## config.mk

```make
export PLATFORM = sky130hd
export DESIGN_NAME = jstk2_spi_responder
export DESIGN_NICKNAME = d
export VERILOG_FILES = /design/src/rtl/jstk2_spi_responder.sv
export SDC_FILE = /design/constraint.sdc
export NUM_CORES = 1
export LEC_CHECK = 0
export CORE_ASPECT_RATIO = 0.7
export CORE_MARGIN = 2
export CORE_UTILIZATION = 55
export CTS_CLUSTER_DIAMETER = 60
export DETAILED_ROUTE_END_ITERATION = 6
export GPL_TIMING_DRIVEN = 0
export PLACE_DENSITY = 0.79
export SYNTH_ARGS = -nofsm -noshare
export SYNTH_HDL_FRONTEND = slang
export SYNTH_SLANG_ARGS = --single-unit
export TNS_END_PERCENT = 50
```

## constraint.sdc

```tcl
create_clock -name clk -period 4.1 [get_ports clk]
set_input_delay 0.41 -clock clk [delete_from_list [all_inputs] [get_ports clk]]
set_output_delay 0.41 -clock clk [all_outputs]
set_load 0.01 [all_outputs]
```

## src/rtl/jstk2_spi_responder.sv

```systemverilog
// SPI mode-0 slave that emulates the Pmod JSTK2 joystick: serves the 5-byte
// position/button packet on MISO and decodes the "set LED" command from MOSI.
module jstk2_spi_responder #(
  parameter int unsigned SYNC_STAGES  = 2,
  parameter int unsigned PACKET_BYTES = 5,
  parameter logic [7:0]  LED_CMD      = 8'h84
) (
  input  logic        clk,
  input  logic        rst,
  input  logic        sclk,
  input  logic        ss,
  input  logic        mosi,
  output logic        miso,
  output logic        miso_oe,
  input  logic [9:0]  x_pos,
  input  logic [9:0]  y_pos,
  input  logic [1:0]  buttons,
  output logic [23:0] led_rgb,
  output logic        frame_done,
  output logic        frame_err
);

  typedef enum logic {IDLE, ACTIVE} state_t;

  state_t                 state;
  logic [SYNC_STAGES-1:0] sclk_sync, ss_sync, mosi_sync;
  logic                   sclk_prev, ss_prev, armed;
  logic [2:0]             bit_cnt, byte_cnt;
  logic [7:0]             tx_sh, rx, cmd, stage_r, stage_g, stage_b;
  logic [9:0]             snap_x, snap_y;
  logic [1:0]             snap_btn;

  // Metastability synchronizers for the asynchronous SPI pins
  always_ff @(posedge clk) begin
    sclk_sync <= {sclk_sync[SYNC_STAGES-2:0], sclk};
    ss_sync   <= {ss_sync[SYNC_STAGES-2:0], ss};
    mosi_sync <= {mosi_sync[SYNC_STAGES-2:0], mosi};
  end

  logic sclk_s, ss_s, mosi_s;
  logic sclk_rise_c, sclk_fall_c, ss_rise_c, ss_fall_c;
  logic [7:0] rx_next_c;

  assign sclk_s      = sclk_sync[SYNC_STAGES-1];
  assign ss_s        = ss_sync[SYNC_STAGES-1];
  assign mosi_s      = mosi_sync[SYNC_STAGES-1];
  assign sclk_rise_c = ~sclk_prev & sclk_s;
  assign sclk_fall_c = sclk_prev & ~sclk_s;
  assign ss_rise_c   = ~ss_prev & ss_s;
  assign ss_fall_c   = ss_prev & ~ss_s;
  assign rx_next_c   = {rx[6:0], mosi_s};

  function automatic logic [7:0] tx_byte(input logic [2:0] idx, input logic [9:0] x,
                                         input logic [9:0] y, input logic [1:0] btn);
    if (32'(idx) >= PACKET_BYTES) return 8'h00;
    case (idx)
      3'd0:    return x[7:0];
      3'd1:    return {6'b0, x[9:8]};
      3'd2:    return y[7:0];
      3'd3:    return {6'b0, y[9:8]};
      3'd4:    return {6'b0, btn};
      default: return 8'h00;
    endcase
  endfunction

  // Frame FSM; armed blocks a frame start until ss has been seen high after reset
  always_ff @(posedge clk) begin
    if (!rst) begin
      state      <= IDLE;
      miso       <= 1'b0;
      miso_oe    <= 1'b0;
      led_rgb    <= 24'h0;
      frame_done <= 1'b0;
      frame_err  <= 1'b0;
      sclk_prev  <= 1'b0;
      ss_prev    <= 1'b1;
      armed      <= 1'b0;
      bit_cnt    <= 3'd0;
      byte_cnt   <= 3'd0;
      tx_sh      <= 8'h00;
      rx         <= 8'h00;
      cmd        <= 8'h00;
      stage_r    <= 8'h00;
      stage_g    <= 8'h00;
      stage_b    <= 8'h00;
      snap_x     <= 10'h0;
      snap_y     <= 10'h0;
      snap_btn   <= 2'b0;
    end else begin
      sclk_prev  <= sclk_s;
      ss_prev    <= ss_s;
      frame_done <= 1'b0;
      frame_err  <= 1'b0;
      if (ss_s) armed <= 1'b1;
      case (state)
        IDLE: begin
          if (ss_fall_c && armed) begin
            state    <= ACTIVE;
            snap_x   <= x_pos;
            snap_y   <= y_pos;
            snap_btn <= buttons;
            tx_sh    <= tx_byte(3'd0, x_pos, y_pos, buttons);
            miso     <= tx_byte(3'd0, x_pos, y_pos, buttons) >> 7 != 8'h00;
            miso_oe  <= 1'b1;
            bit_cnt  <= 3'd0;
            byte_cnt <= 3'd0;
          end
        end
        ACTIVE: begin
          if (ss_rise_c) begin
            state      <= IDLE;
            miso       <= 1'b0;
            miso_oe    <= 1'b0;
            frame_done <= 1'b1;
            frame_err  <= (bit_cnt != 3'd0);
            if (cmd == LED_CMD && byte_cnt >= 3'd4 && bit_cnt == 3'd0)
              led_rgb <= {stage_r, stage_g, stage_b};
          end else if (sclk_rise_c) begin
            rx      <= rx_next_c;
            bit_cnt <= bit_cnt + 3'd1;
            if (bit_cnt == 3'd7) begin
              if (byte_cnt != 3'd7) byte_cnt <= byte_cnt + 3'd1;
              case (byte_cnt)
                3'd0:    cmd     <= rx_next_c;
                3'd1:    stage_r <= rx_next_c;
                3'd2:    stage_g <= rx_next_c;
                3'd3:    stage_b <= rx_next_c;
                default: ;
              endcase
            end
          end else if (sclk_fall_c) begin
            if (bit_cnt == 3'd0) begin
              tx_sh <= tx_byte(byte_cnt, snap_x, snap_y, snap_btn);
              miso  <= tx_byte(byte_cnt, snap_x, snap_y, snap_btn) >> 7 != 8'h00;
            end else begin
              tx_sh <= {tx_sh[6:0], 1'b0};
              miso  <= tx_sh[6];
            end
          end
        end
        default: state <= IDLE;
      endcase
    end
  end

endmodule

```

Yosys cells after proc, flatten, opt, wreduce, memory -nomap -nowiden
Index checks and enable logic that the tools add are counted.
- bits of input ports: 27
- RAM bits: 0
- memories: 0
- output and inout port bits: 28
- register bits after elaboration: 112
- logic and storage cells: 112
- ROM bits: 0
- bits in latches: 0
- multiplexer cells: 38
- $mul: 0
- order comparisons: 2
- equality and inequality tests: 17
- $add $sub $neg: 2
- bitwise gates (word level): 10
- shift-type cells: 0
- div/mod/pow operators: 0
- reduce and logical (&&, ||, !) cells: 20
- operator list (kind ; count):
    $pmux W8 S5 ; 1
    $mux W7 ; 5
    $reduce_and A5 Y1 ; 5
    $mux W3 ; 7
    $mux W1 ; 17
    $mux W8 ; 2
    $reduce_and A3 Y1 ; 5
    $pmux W7 S2 ; 1
    $pmux W3 S2 ; 2
    $ne A2 B1 Y1 const B ; 5
    $eq A8 B8 Y1 const B ; 1
    $add A3 B1 Y3 const B ; 2
    $eq A3 B2 Y1 const B ; 2
    $eq A3 B3 Y1 const B ; 2
    $ge A3 B3 Y1 const B ; 2
    $logic_not A3 Y1 ; 2
    $ne A2 B2 Y1 const B ; 3
    $not A1 Y1 ; 6
    $pmux W1 S2 ; 3
    $reduce_and A2 Y1 ; 3
    $and A1 B1 Y1 ; 4
    $reduce_and A4 Y1 ; 1
    $eq A3 B1 Y1 const B ; 1
    $logic_and A1 B1 Y1 ; 3
    other kinds (4) ; 4

Longest topological paths before layout
- depth in word-level cells: 14
- mapped depth: 8

Worst setup path after synthesis
No wires, ideal clock.
- path kind: register to register
- start: register byte_cnt[2]
- end: register tx_sh[6]
- cell stages (with the launch flop): 9
- buffers on the path: 2
- required time: 3981 ps
- setup time: 119 ps
- arrival time: 1930 ps
- setup slack: 2051 ps
- cell sequence: dfxtp_1 clkbuf_1 inv_1 ha_1 clkbuf_1 or2_1 o2111ai_1 nor3_1 o221a_1
- cells in the longest elaborated chain, start to end: 14
- RTL lines (element ; line ; source):
    start: declaration ; 28 ; logic [2:0] bit_cnt, byte_cnt;
    start signal: assignment ; 122 ; if (byte_cnt != 3'd7) byte_cnt <= byte_cnt + 3'd1;
    $ge A3 B3 Y1 ; 55 ; if (32'(idx) >= PACKET_BYTES) return 8'h00;
    $mux W1 ; 55 ;
    $mux W1 ; 132 ; if (bit_cnt == 3'd0) begin
    $mux W1 ; 131 ; end else if (sclk_fall_c) begin
    $mux W1 ; 118 ; end else if (sclk_rise_c) begin
    $mux W1 ; 110 ; if (ss_rise_c) begin
    $mux W1 ; 95 ; case (state)
    $mux W1 ; 68 ; if (!rst) begin
    $mux W8 * ; 56 ; case (idx)
    $mux W7 * ; 132 ;
    $mux W7 * ; 131 ;
    $mux W7 * ; 118 ;
    $mux W7 * ; 110 ;
    $pmux W7 S2 * ; 95 ;
    end signal: assignment ; 102 ; tx_sh <= tx_byte(3'd0, x_pos, y_pos, buttons);
    end signal: assignment ; 133 ; tx_sh <= tx_byte(byte_cnt, snap_x, snap_y, snap_btn);
    end signal: assignment ; 136 ; tx_sh <= {tx_sh[6:0], 1'b0};
    end: declaration ; 29 ; logic [7:0] tx_sh, rx, cmd, stage_r, stage_g, stage_b;
Mark *: on every way between the ends. The rest lies on a longest branch, timed or not. The select of a mux whose other input is x is not followed.
A chain may end at the register's enable or synchronous reset.

Worst setup path after layout
Same ends and word-level chain as after synthesis.

==> results.sh <==
export IMPL_finalCriticalPeriod_ps=2620
export IMPL_end_kind="flop"
export IMPL_cp_start_kind="flop"
export IMPL_cts_sinks=112
export IMPL_critPathMaxFanout=10
export IMPL_synth_seq_area_share=0.473
export IMPL_cp_slowest_stage_delay_ps=430
export IMPL_core_region_area_sq_mm=0.00841
export IMPL_tns_ps=0
export IMPL_fin_cells=666
export IMPL_cts_max_level=3
export IMPL_rsz0062_at_grt="false"
export IMPL_num_rows=28
export IMPL_crit_type="reg2reg"
export IMPL_hold_viol_final=0
export IMPL_critPathTopFamily="buffers and inverters"
export IMPL_antennaDiodeCount=0
export IMPL_dr_pass1_iters=5
export IMPL_hpwlAfterDp_microns=8190
export IMPL_viasPerCell=5.76
export IMPL_max_freq_ghz=0.381
export IMPL_grt_pass1_wl_microns=18200
export IMPL_grt_pass1_vias=3595
export IMPL_die_x_microns=115
export IMPL_worstHoldStart="mosi_sync[0]$_DFF_P_"
export IMPL_die_area_sq_mm=0.00939
export IMPL_synth_top_area_frac=0.473
export IMPL_syn_to_final_growth_pct=20.7
export IMPL_leakage_uw=0.00216
export IMPL_clkLatencyLatePin_ps=350
export IMPL_crit_chain="clkbuf_1 -> inv_1 -> ha_1 -> clkbuf_1 -> or2_1 -> o2111ai_1 -> nor3_1 -> o221a_1"
export IMPL_antenna_found_initial=0
export IMPL_initialDrtViolationCount=451
export IMPL_syn_area_per_cell_sq_um=9.62
export IMPL_port_buffers=53
export IMPL_grt_max_degree=17
export IMPL_layout_drive_gt1_share=0.0731
export IMPL_crit_top_cell="clkbuf_1"
export IMPL_cts_buffers=9
export IMPL_clockRootBuffer="clkbuf_16"
export IMPL_hold_slack_ps=327
export IMPL_die_h_microns=81.7
export IMPL_cts_tree="done"
export IMPL_postRouteAntennaNets=0
export IMPL_wl_microns=11300
export IMPL_clk_transition_reported_paths_ps=70
export IMPL_wire_per_inst_microns=17.0
export IMPL_crit_start="byte_cnt[2]$_SDFFE_PN0P_"
export IMPL_clockBufferDepth=2
export IMPL_via_count=3838
export IMPL_ys_flop_type="dfxtp_1"
export IMPL_post_route_period_util=0.640
export IMPL_synth_edf_count=0
export IMPL_grt_usage=0.256
export IMPL_regToRegStartpoint="byte_cnt[2]$_SDFFE_PN0P_"
export IMPL_placed_cells=651
export IMPL_netlist_area_sq_mm=0.00474
export IMPL_nFillCells=652
export IMPL_post_cts_resized=0
export IMPL_synth_top_cell_by_area="dfxtp_1"
export IMPL_critical_path_required_ps=4340
export IMPL_arrival_ps=2860
export IMPL_grt_ovfl_total=0
export IMPL_cts_hold_buf=0
export IMPL_start_util=0.564
export IMPL_power_density_mw_per_mm2=384
export IMPL_synth_nets=530
export IMPL_drc=0
export IMPL_status="finished clean"
export IMPL_ir_drop_mv=0.270
export IMPL_synthCells=493
export IMPL_relSlewSlack=0.655
export IMPL_ios=55
export IMPL_crit_path_top_delay_cell="dfxtp_1"
export IMPL_hold_path_class="reg2reg"
export IMPL_num_nets_final=594
export IMPL_post_cts_buffers=0
export IMPL_yosys_top_cells_area="dfxtp_1 (47%), mux2i_1 (10%), nand2_1 (7.4%)"
export IMPL_path_buf_inv=3
export IMPL_synth_warnings=0
export IMPL_setup_viol=0
export IMPL_synth_seq_cells=112
export IMPL_drv_cap=0
export IMPL_finalMaxSlewViolations=0
export IMPL_gp_congestion=0.873
export IMPL_ys_types=56
export IMPL_worstMarginPinSlew_ps=517
export IMPL_skew_ps=8.99
export IMPL_synthArstFlopShare=0
power breakdown:
part,internal [uW],switching (uW),total (uW)
registers,1110,15.5,1120
logic,62.7,68.7,131
clock network,565,381,945
total,1730,465,2200
registers in the layout, indices dropped and copies added, names as in the netlist, 2 cells and up:
register,count
rx,7
led_rgb,24
snap_btn,2
snap_x,10
stage_b,8
byte_cnt,3
snap_y,10
stage_g,8
sclk_sync,2
bit_cnt,3
stage_r,8
mosi_sync,2
cmd,8
tx_sh,7
ss_sync,2
final cells by class:
class / instances / area (sq um) / share of cell area
well taps: 105 / 131 / 0.0229
multi-input cells: 337 / 2280 / 0.399
clock inverters: 3 / 65.1 / 0.0114
plain buffers: 35 / 185 / 0.0323
flip-flops and latches: 112 / 2240 / 0.392
inverters: 9 / 33.8 / 0.00590
repair buffers: 53 / 531 / 0.0926
clock buffers: 12 / 256 / 0.0448
cells in the mapped netlist (all sizes together) (3+ instances only):
cell type,n
dfxtp,112
nand2,93
mux2i,49
a21boi,40
nor2b,29
o21ai,20
clkbuf,18
buf,17
nand3,12
ha,10
a22oi,9
inv,9
a21oi,8
and3,6
or4,6
a211oi,4
a31o,4
and2,4
nand2b,3
o211ai,3
worst register-to-register path: cells and delay by family, from the launching register on:
kind            cells  cell delay [ps]
flops               1              430
simple gates        2              440
compound gates      2              520
fa+ha+maj           1              270
buf+inv             3              850
per-stage QoR:
stage          worst slack, ps  total power, uW   util  instance area, sq um
6_report                  1480             2200  0.681                  5730
5_1_grt                   1340             2270  0.681                  5730
4_1_cts                   1550             2210  0.681                  5730
3_5_place_dp              1550             1280  0.643                  5410
3_3_place_gp              1640             1270  0.643                  5410
2_1_floorplan             2050             1220      -                  4740
placed cells by master, fill, tap and decap left out, types with 2 or more instances in the layout:
cell type        netlist  final
dfxtp_1              112    112
nand2_1               93     93
clkdlybuf4s50_1        0     53
mux2i_1               49     49
nor2b_1               29     29
a21boi_0              29     29
o21ai_0               20     20
clkbuf_1              18     19
nand3_1               12     12
a21boi_1              11     11
buf_2                 10     10
ha_1                  10     10
inv_1                  9      9
a22oi_1                9      9
clkbuf_16              0      9
a21oi_1                8      8
or4_1                  6      6
and3_1                 5      5
buf_4                  4      4
a31o_1                 4      4
and2_1                 4      4
o211ai_1               3      3
nor4bb_1               2      2
nand4bb_1              2      2
nand4b_1               2      2
nand2b_4               2      2
buf_6                  2      2
a211oi_2               2      2
a211oi_1               2      2
nor3_1                 2      2
o31ai_1                2      2
o211a_1                2      2
o21a_1                 2      2
a31oi_1                2      2
bufinv_16              0      2
clkbuf_8               0      2
cell families (layout without fill, tap and decap cells):
| family | count (synthesis) | after routing | share of synthesized area |
|---|---|---|---|
| compound gates | 106 | 106 | 0.161 |
| fa+ha+maj | 10 | 10 | 0.0264 |
| buf+inv | 44 | 112 | 0.0462 |
| flops | 112 | 112 | 0.473 |
| mux | 49 | 49 | 0.103 |
| simple gates | 172 | 172 | 0.191 |
final timing paths:
path / endpoint / slack, ps / cells past startpoint
worst max register to register: tx_sh[6]$_SDFFE_PN0P_ / 1480 / 8
worst min register to register: mosi_sync[1]$_DFF_P_ / 330 / 0
worst max-delay path: tx_sh[6]$_SDFFE_PN0P_ / 1480 / 8
worst min-delay path: mosi_sync[1]$_DFF_P_ / 330 / 0
metal layers:
layer  routed length, microns  track usage  vias to the layer above
met4                      146       0.0747                        0
li1                         -            -                     1839
met3                      970       0.0745                       13
met5                        0            0                        -
met1                     5430        0.359                     1832
met2                     4800        0.386                      154
Note: power is estimated with default switching activity, not from simulation.
